$ cat src/rtl/apb_master_mux.sv
`default_nettype none
// ============================================================================
// Module   : apb_master_mux
// Brief    : APB4 master with per-slave select decode. Runs one APB transfer
//            per command taken on a valid/ready channel. Returns read data and
//            status on a valid/ready response channel. Status covers slave
//            error, access timeout and address decode error.
// Revision : 1.0 - initial release
// ============================================================================
module apb_master_mux #(
    parameter int ADDR_W  = 32,
    parameter int DATA_W  = 32,
    parameter int NUM_SLV = 4,
    parameter int SLV_LSB = 12,
    parameter int TIMEOUT = 16
) (
    input  logic                      clk,
    input  logic                      rst,
    // command channel
    input  logic                      cmd_valid,
    output logic                      cmd_ready,
    input  logic                      cmd_write,
    input  logic [ADDR_W-1:0]         cmd_addr,
    input  logic [DATA_W-1:0]         cmd_wdata,
    input  logic [DATA_W/8-1:0]       cmd_strb,
    // response channel
    output logic                      rsp_valid,
    input  logic                      rsp_ready,
    output logic [DATA_W-1:0]         rsp_rdata,
    output logic [1:0]                rsp_err,
    // APB fabric
    output logic [NUM_SLV-1:0]        psel,
    output logic                      penable,
    output logic [ADDR_W-1:0]         paddr,
    output logic                      pwrite,
    output logic [DATA_W-1:0]         pwdata,
    output logic [DATA_W/8-1:0]       pstrb,
    input  logic [NUM_SLV*DATA_W-1:0] prdata,
    input  logic [NUM_SLV-1:0]        pready,
    input  logic [NUM_SLV-1:0]        pslverr
);

    localparam int c_sel_w = $clog2(NUM_SLV);
    localparam int c_cnt_w = $clog2(TIMEOUT + 1) + 1;

    localparam logic [c_sel_w:0]     c_num_slv = (c_sel_w + 1)'(NUM_SLV);
    localparam logic [c_cnt_w-1:0]   c_timeout = c_cnt_w'(TIMEOUT);
    localparam logic [NUM_SLV-1:0]   c_sel_one = NUM_SLV'(1);

    localparam logic [1:0] c_st_idle   = 2'd0;
    localparam logic [1:0] c_st_setup  = 2'd1;
    localparam logic [1:0] c_st_access = 2'd2;
    localparam logic [1:0] c_st_resp   = 2'd3;

    localparam logic [1:0] c_err_ok     = 2'd0;
    localparam logic [1:0] c_err_slv    = 2'd1;
    localparam logic [1:0] c_err_tmo    = 2'd2;
    localparam logic [1:0] c_err_decode = 2'd3;

    logic [1:0]          r_state;
    logic [c_sel_w-1:0]  r_idx;
    logic [c_cnt_w-1:0]  r_cnt;

    logic [c_sel_w-1:0]  w_cmd_idx;
    logic                w_cmd_hit;
    logic [NUM_SLV-1:0]  w_cmd_sel;
    logic                w_sel_ready;
    logic                w_sel_err;
    logic [DATA_W-1:0]   w_sel_rdata;
    logic [c_cnt_w-1:0]  w_cnt_inc;
    logic                w_timeout;
    logic [DATA_W-1:0]   w_slv_rdata [NUM_SLV];

    // Slave index field of the incoming address; indices past NUM_SLV are unmapped.
    assign w_cmd_idx = cmd_addr[SLV_LSB +: c_sel_w];
    assign w_cmd_hit = ({1'b0, w_cmd_idx} < c_num_slv);
    assign w_cmd_sel = c_sel_one << w_cmd_idx;

    // Unpack the flat read-data bus into one word per slave.
    generate
        for (genvar gi = 0; gi < NUM_SLV; gi++) begin : g_rdata
            assign w_slv_rdata[gi] = prdata[gi*DATA_W +: DATA_W];
        end
    endgenerate

    // Only the addressed slave's handshake is observed; r_idx is always in range here.
    assign w_sel_ready = pready[r_idx];
    assign w_sel_err   = pslverr[r_idx];
    assign w_sel_rdata = w_slv_rdata[r_idx];

    // Counter value after this ACCESS cycle; abort when it reaches the limit.
    assign w_cnt_inc = r_cnt + 1'b1;
    assign w_timeout = (TIMEOUT != 0) && (w_cnt_inc == c_timeout);

    assign cmd_ready = (r_state == c_st_idle);

    // Transfer sequencer: command capture, APB phases, response hold.
    always_ff @(posedge clk or posedge rst) begin
        if (rst) begin
            r_state   <= c_st_idle;
            r_idx     <= '0;
            r_cnt     <= '0;
            psel      <= '0;
            penable   <= 1'b0;
            paddr     <= '0;
            pwrite    <= 1'b0;
            pwdata    <= '0;
            pstrb     <= '0;
            rsp_valid <= 1'b0;
            rsp_rdata <= '0;
            rsp_err   <= c_err_ok;
        end else begin
            case (r_state)
                c_st_idle: begin
                    if (cmd_valid) begin
                        paddr  <= cmd_addr;
                        pwrite <= cmd_write;
                        pwdata <= cmd_wdata;
                        pstrb  <= cmd_write ? cmd_strb : '0;
                        r_idx  <= w_cmd_idx;
                        if (w_cmd_hit) begin
                            psel    <= w_cmd_sel;
                            r_state <= c_st_setup;
                        end else begin
                            // Unmapped address: skip the bus entirely.
                            rsp_err   <= c_err_decode;
                            rsp_rdata <= '0;
                            rsp_valid <= 1'b1;
                            r_state   <= c_st_resp;
                        end
                    end
                end
                c_st_setup: begin
                    penable <= 1'b1;
                    r_cnt   <= '0;
                    r_state <= c_st_access;
                end
                c_st_access: begin
                    if (w_sel_ready) begin
                        // A ready in the last allowed cycle completes normally.
                        rsp_rdata <= (!pwrite && !w_sel_err) ? w_sel_rdata : '0;
                        rsp_err   <= w_sel_err ? c_err_slv : c_err_ok;
                        psel      <= '0;
                        penable   <= 1'b0;
                        rsp_valid <= 1'b1;
                        r_state   <= c_st_resp;
                    end else begin
                        r_cnt <= w_cnt_inc;
                        if (w_timeout) begin
                            rsp_err   <= c_err_tmo;
                            rsp_rdata <= '0;
                            psel      <= '0;
                            penable   <= 1'b0;
                            rsp_valid <= 1'b1;
                            r_state   <= c_st_resp;
                        end
                    end
                end
                c_st_resp: begin
                    if (rsp_ready) begin
                        rsp_valid <= 1'b0;
                        r_state   <= c_st_idle;
                    end
                end
                default: begin
                    r_state <= c_st_idle;
                end
            endcase
        end
    end

endmodule
`default_nettype wire

$ cat config.mk
export PLATFORM = sky130hd
export DESIGN_NAME = apb_master_mux
export DESIGN_NICKNAME = d
export VERILOG_FILES = /design/src/rtl/apb_master_mux.sv
export SDC_FILE = /design/constraint.sdc
export NUM_CORES = 1
export LEC_CHECK = 0
export CAP_MARGIN = 20
export CORE_ASPECT_RATIO = 1.25
export CORE_MARGIN = 2
export CORE_UTILIZATION = 30
export DETAILED_ROUTE_END_ITERATION = 10
export PLACE_DENSITY_LB_ADDON = 0.25
export SYNTH_ARGS = -nofsm -noshare
export SYNTH_HDL_FRONTEND = slang
export SYNTH_SLANG_ARGS = --single-unit
$ cat constraint.sdc
create_clock -name clk -period 4.6 [get_ports clk]
set_input_delay 1.15 -clock clk [delete_from_list [all_inputs] [get_ports clk]]
set_output_delay 1.15 -clock clk [all_outputs]
set_load 0.03 [all_outputs]
==> impl_metrics.yaml, run 1 <==
cells_and_area:
  fillCellCount: 1457
  num_antenna_cells: 0
  area_delta_synth_final_pct: 73.75
  drive_gt1_share_pct: 20.93
  final_net_count: 889
  multi_input_area_sq_mm: 0.002282
  regArea_sq_mm: 0.002929
  final_cell_count_no_fill: 912
cts:
  cts_setup_buffers: 0
  postCtsResizedCells: 0
  cts-root-buf: "clkbuf_16"
  cts_hold_buffers: 0
  cts_tree: "done"
  cts.clk_slew.worst_paths_ns: 0.05
  clkLatencyLatePin_ns: 0.40
  clock-sinks: 117
  clk_path_buf_depth: 2
  cts_buffers: 17
  h-tree-depth: 4
power_and_ir_drop:
  p_sw_mw: 2.455
  pwr-share-comb_pct: 52.6
  p_per_area_mw_per_mm2: 679.7
  sw_frac_of_total_pct: 38.69
  power_frac_seq_pct: 28.3
  irDropWorstVdd_uv: 264.2
  intPower_mw: 3.889
  power_mw: 6.344
  clock_power_share_pct: 19.1
  p_leak_nw: 3.808
route:
  drtAntennaViolNets: 0
  route.detailed.drc: 0
  drt-vias-per-instance: 4.804
  vias: 4381
  drt_iter0_drc: 156
  dr.pass1.iters: 4
  wire_per_inst_um: 17.13
  wl_mm: 15.62
grt:
  grtUsageMet3_pct: 5.749
  antenna_found_initial: 0
  gr-usage-met1_pct: 16.49
  grt_pass1_wl_mm: 23.99
  busiest_layer: "met2"
  overflow: 0
  grt_util_all_layers_pct: 16.58
  grt_max_degree: 80
  use_met2_pct: 30.66
  grt_pass1_vias: 4822
yosys:
  synth_flop_cell: "dfrtp_1"
  synth_edf_count: 0
  synth_area_sq_mm: 0.005371
  ys_types: 34
  ys_ff_latch: 117
  syn-num-nets: 569
  synthCells: 355
  yosys_warnings: 0
  syn_avg_cell_area_sq_um: 15.13
  async_flop_share_pct: 100.0
  yosysSeqAreaShare_pct: 54.51
placed_design:
  post-dp-hpwl_mm: 12.39
  finalWeightedCongestion: 0.8155
  io_buffers: 318
  placed_cells: 878
worst_setup_path:
  slowest_stage: "clkdlybuf4s50_1"
  worst-endpoint-required_ns: 3.45
  crit_chain: "inv_1 > ha_1 > clkdlybuf4s50_1"
  max_stage_delay_ns: 0.76
  crit_type: "flop to output pin"
  setup.worst_path.end_class: "output pin"
  crit_arrival_ns: 2.06
  start_kind: "flop"
  path_max_fanout: 7
timing:
  tns_ns: 0
  drv_slew: 0
  fmax_ghz: 0.3113
  worstMarginPinSlew_ns: 0.9641
  fin_skew_ns: 0.007202
  setup_viol: 0
  rsz0062_at_grt: "false"
  post-route-period-util_pct: 69.83
  hold_viol: 0
  hold_slack_ns: 0.4883
  fin_crit_ns: 3.212
  relSlewSlack_pct: 35.73
floorplanning:
  core_area_sq_mm: 0.01750
  ios: 319
  dieArea_sq_mm: 0.01900
  rows: 54
  die_h_um: 153.6
  die_x_um: 123.7
  initial_utilization_pct: 30.69
outcome:
  status: "finished clean"
job:
  drv_cap: 0
min_path:
  hold_path.class: "flop to flop"
[Yosys cell counts, types with 2 or more instances]
cell	n	share of area [%]
clkbuf_1	9	0.63
nand2_1	19	1.3
o2bb2ai_1	2	0.33
mux4_2	34	14
nor2_1	6	0.42
a21oi_1	3	0.28
mux2_2	65	14
o21ai_0	12	1.1
nor3_1	2	0.19
and2_1	2	0.23
buf_2	9	0.84
nand3_1	5	0.47
dfrtp_1	117	55
inv_1	7	0.49
ha_1	5	1.2
a22o_1	35	5.7
buf_6	5	1.0
xor2_1	2	0.33
[cell usage in the layout, fill, tap and decap left out, types with 2 or more instances in the layout]
master	count
clkinv_2	4
clkinvlp_4	4
nand3_1	5
ha_1	5
a22o_1	35
buf_4	5
nand2_1	18
o2bb2ai_1	2
xor2_1	2
and2_1	2
clkbuf_16	17
a21oi_1	3
o21ai_0	12
nor2_1	6
clkinv_4	2
mux4_2	34
dfrtp_1	116
mux2_2	65
clkdlybuf4s50_1	318
nor3_1	2
clkbuf_1	2
inv_1	6
[power by group through the flow]
stage | clock network [mW] | registers, mW | logic, mW
final | 1.21 | 1.80 | 3.34
after global routing | 1.31 | 1.86 | 3.53
after CTS | 1.25 | 1.81 | 3.38
after detailed placement | 0 | 1.82 | 3.38
after global placement | 0 | 1.79 | 3.33
after floorplan | 0 | 2.60 | 1.24
[worst paths after layout]
kind | from | to | slack [ns] | depth (start not counted)
setup / recovery | r_state[0] | cmd_ready | 1.39 | 3
hold / removal | pstrb[0] | pstrb[0] | 0.49 | 2
setup reg to reg | paddr[13] | rsp_rdata[14] | 2.25 | 5
hold reg to reg | pstrb[0] | pstrb[0] | 0.49 | 2
max in group asynchronous | rst | paddr[12] | 2.68 | 4
min in group asynchronous | rst | paddr[0] | 0.98 | 2
[flip-flops by register name, indices dropped and copies added (netlist names)]
| register | flops |
|---|---|
| r_cnt | 6 |
| psel | 4 |
| paddr | 32 |
| pwdata | 32 |
| rsp_valid | 1 |
| rsp_rdata | 32 |
| r_state | 2 |
| rsp_err | 2 |
| pwrite | 1 |
| penable | 1 |
| pstrb | 4 |
[per-layer routing]
layer,vias to the layer above,routed length [um]
li1,1982,-
met1,2142,5402
met2,228,8437
met3,29,1350
met4,0,431
met5,-,0
[critical path, delay by kind of cell, from the launching register on]
family / cells / cell delay [ns]
buffers and inverters: 2 / 0.86
adder cells (fa/ha/maj): 1 / 0.38
flip-flops: 1 / 0.42
[area by class of cell]
cell class	instances	area share, %
clock buffers	20	4.786
clock inverters	12	1.140
inverters	7	0.3084
multi-input cells	207	24.45
flip-flops and latches	117	31.38
well taps	224	3.003
repair buffers	325	34.92
[metrics by stage]
step,instance area [sq um],setup slack [ns],util [%]
floorplan,5371,0.3492,-
global placement,8741,1.214,49.95
global route,9333,1.297,53.33
CTS,9294,1.347,53.11
finish,9333,1.388,53.33
detailed placement,8741,1.113,49.95
[cells by family after synthesis]
family,share of synthesized area [%]
flops,54.51
mux,27.88
compound gates,9.201
simple gates,3.774
buf+inv,3.145
fa+ha+maj,1.165
xor+xnor,0.3262
(Power assumes the default switching activity.)
==> inputs of run 2 (changes only) <==
==> constraint.sdc (replaced) <==
create_clock -name clk -period 2.7 [get_ports clk]
set_input_delay 0.675 -clock clk [delete_from_list [all_inputs] [get_ports clk]]
set_output_delay 0.675 -clock clk [all_outputs]
set_load 0.03 [all_outputs]
==> run 2 against run 1 <==
  * Critical path depth unchanged
  * First-iteration DRC count grew 8.3%
  * Largest cell class unchanged
  * Register-to-register slack got worse by 1.5 ns
  * Core utilization is 1.1 points higher
  * Setup slack worse by 1.2 ns
  * Count of clock-buffer cells in the layout fell by 1
  * Sequential share of layout area is 0.63 points lower
  * Die area stayed put
  * Clock power increased by 100%
  * Total power rose by 78%
  * Via count grew 0.34%
  * Sequential power rose by 68%
==> impl_metrics.yaml, run 2 (synthesized netlist as in run 1, its figures left out) <==
outcome:
  status: "finished clean"
placed_design:
  finalWeightedCongestion: 0.8378
  io_buffers: 318
  dpl_worst_slack_ns: -0.2547
  post-dp-hpwl_mm: 12.76
timing:
  setup_ws_ns: 0.2283
  fmax_ghz: 0.4046
  hold_viol: 0
  relSlewSlack_pct: 66.24
  fin_crit_ns: 2.472
  post-route-period-util_pct: 91.54
  worstMarginPinSlew_ns: 0.5053
  rsz0062_at_grt: "false"
  drv_slew: 0
  fin_skew_ns: 0.009119
  hold_slack_ns: 0.4804
  setup_viol: 0
cells_and_area:
  final_net_count: 897
  drive_gt1_share_pct: 22.13
  fin_util_pct: 54.42
  final_common_cell: "clkdlybuf4s50_1"
  num_antenna_cells: 0
  top_regs: "paddr: 32 flops, pwdata: 32 flops, rsp_rdata: 32 flops"
  multi_input_area_sq_mm: 0.002282
  layout_common_cells: "clkdlybuf4s50_1, dfrtp_1, mux2_2"
  area_delta_synth_final_pct: 77.29
  regArea_sq_mm: 0.002929
  fillCellCount: 1471
worst_setup_path:
  slowest_stage: "clkdlybuf4s50_1"
  start_kind: "flop"
  crit_chain: "inv_1 > ha_1 > clkdlybuf4s50_1"
  setup.worst_path.end_class: "output pin"
  crit_arrival_ns: 1.80
  worst-endpoint-required_ns: 2.03
  crit_type: "flop to output pin"
  path_max_fanout: 4
  max_stage_delay_ns: 0.69
route:
  drt-vias-per-instance: 4.778
  vias: 4396
  drt_iter0_drc: 169
  route.detailed.drc: 0
  wire_per_inst_um: 17.37
  dr.pass1.iters: 5
  wl_mm: 15.98
  drtAntennaViolNets: 0
cts:
  cts_tree: "done"
  cts.clk_slew.worst_paths_ns: 0.05
  cts_hold_buffers: 0
  h-tree-depth: 4
  cts_buffers: 17
  clock-sinks: 117
  cts-root-buf: "clkbuf_16"
  clkLatencyLatePin_ns: 0.41
  cts_setup_buffers: 0
  clk_path_buf_depth: 2
  postCtsResizedCells: 0
grt:
  grt_max_degree: 54
  grt_util_all_layers_pct: 16.99
  overflow: 0
  antenna_found_initial: 0
  grt_pass1_vias: 4819
  grt_pass1_wl_mm: 24.56
floorplanning:
  rows: 54
  die_x_um: 123.7
  ios: 319
  core_area_sq_mm: 0.01750
  initial_utilization_pct: 30.69
  dieArea_sq_mm: 0.01900
  die_h_um: 153.6
power_and_ir_drop:
  p_per_area_mw_per_mm2: 1185
  p_leak_nw: 3.900
  irDropWorstVdd_uv: 529.5
job:
  drv_cap: 0
min_path:
  hold_path.class: "flop to flop"
-- run 2: path summary, 6_finish.rpt --
path,from,end,slack (ns),cells past startpoint
max in group asynchronous,rst,psel[0],1.42,3
worst max register to register,r_state[0],r_cnt[5],0.76,8
worst min-delay path,pstrb[1],pstrb[1],0.48,2
worst min register to register,pstrb[1],pstrb[1],0.48,2
worst max-delay path,r_state[0],cmd_ready,0.23,3
min in group asynchronous,rst,paddr[6],0.65,2
-- run 2: per-layer routing --
layer / vias up / part of all wire [%] / routed length (um) / track usage (%)
li1: 2007 / - / - / -
met5: - / 0 / 0 / 0
met4: 0 / 2.4 / 390 / 7.143
met2: 226 / 53 / 8430 / 29.91
met3: 26 / 9.3 / 1492 / 5.823
met1: 2137 / 35 / 5668 / 18.23
-- run 2: report_power, final --
group / switching (mW) / internal (mW) / leakage [nW] / total (mW)
Clock: 0.840 / 1.58 / 0.301 / 2.42
Combinational: 2.94 / 2.89 / 2.14 / 5.83
Sequential: 0.484 / 2.55 / 1.46 / 3.03
Total: 4.27 / 7.02 / 3.90 / 11.3
-- run 2: per-stage QoR --
step           power [mW]  area [sq um]  instances  TNS, ns
3_3_place_gp        8.840          8857        887   -4.018
3_5_place_dp        8.956          8857        887   -7.124
5_1_grt             11.89          9523        920        0
4_1_cts             11.42          9495        919        0
6_report            11.29          9523        920        0
2_1_floorplan       6.544          5375        355        0
-- run 2: cell type report --
type                       count  area share (%)
clock buffer                  19           4.651
inverter                       7          0.3153
tap                          224           2.943
timing repair buffer         333           35.32
multi-input combinational    207           23.97
clock inverter                13           2.050
sequential                   117           30.76
-- run 2: worst max-delay path, delay by kind of cell, from the launching register on --
kind                     cells  cell delay [ns]
adder cells (fa/ha/maj)      1             0.18
flip-flops                   1             0.42
buffers and inverters        2             0.79
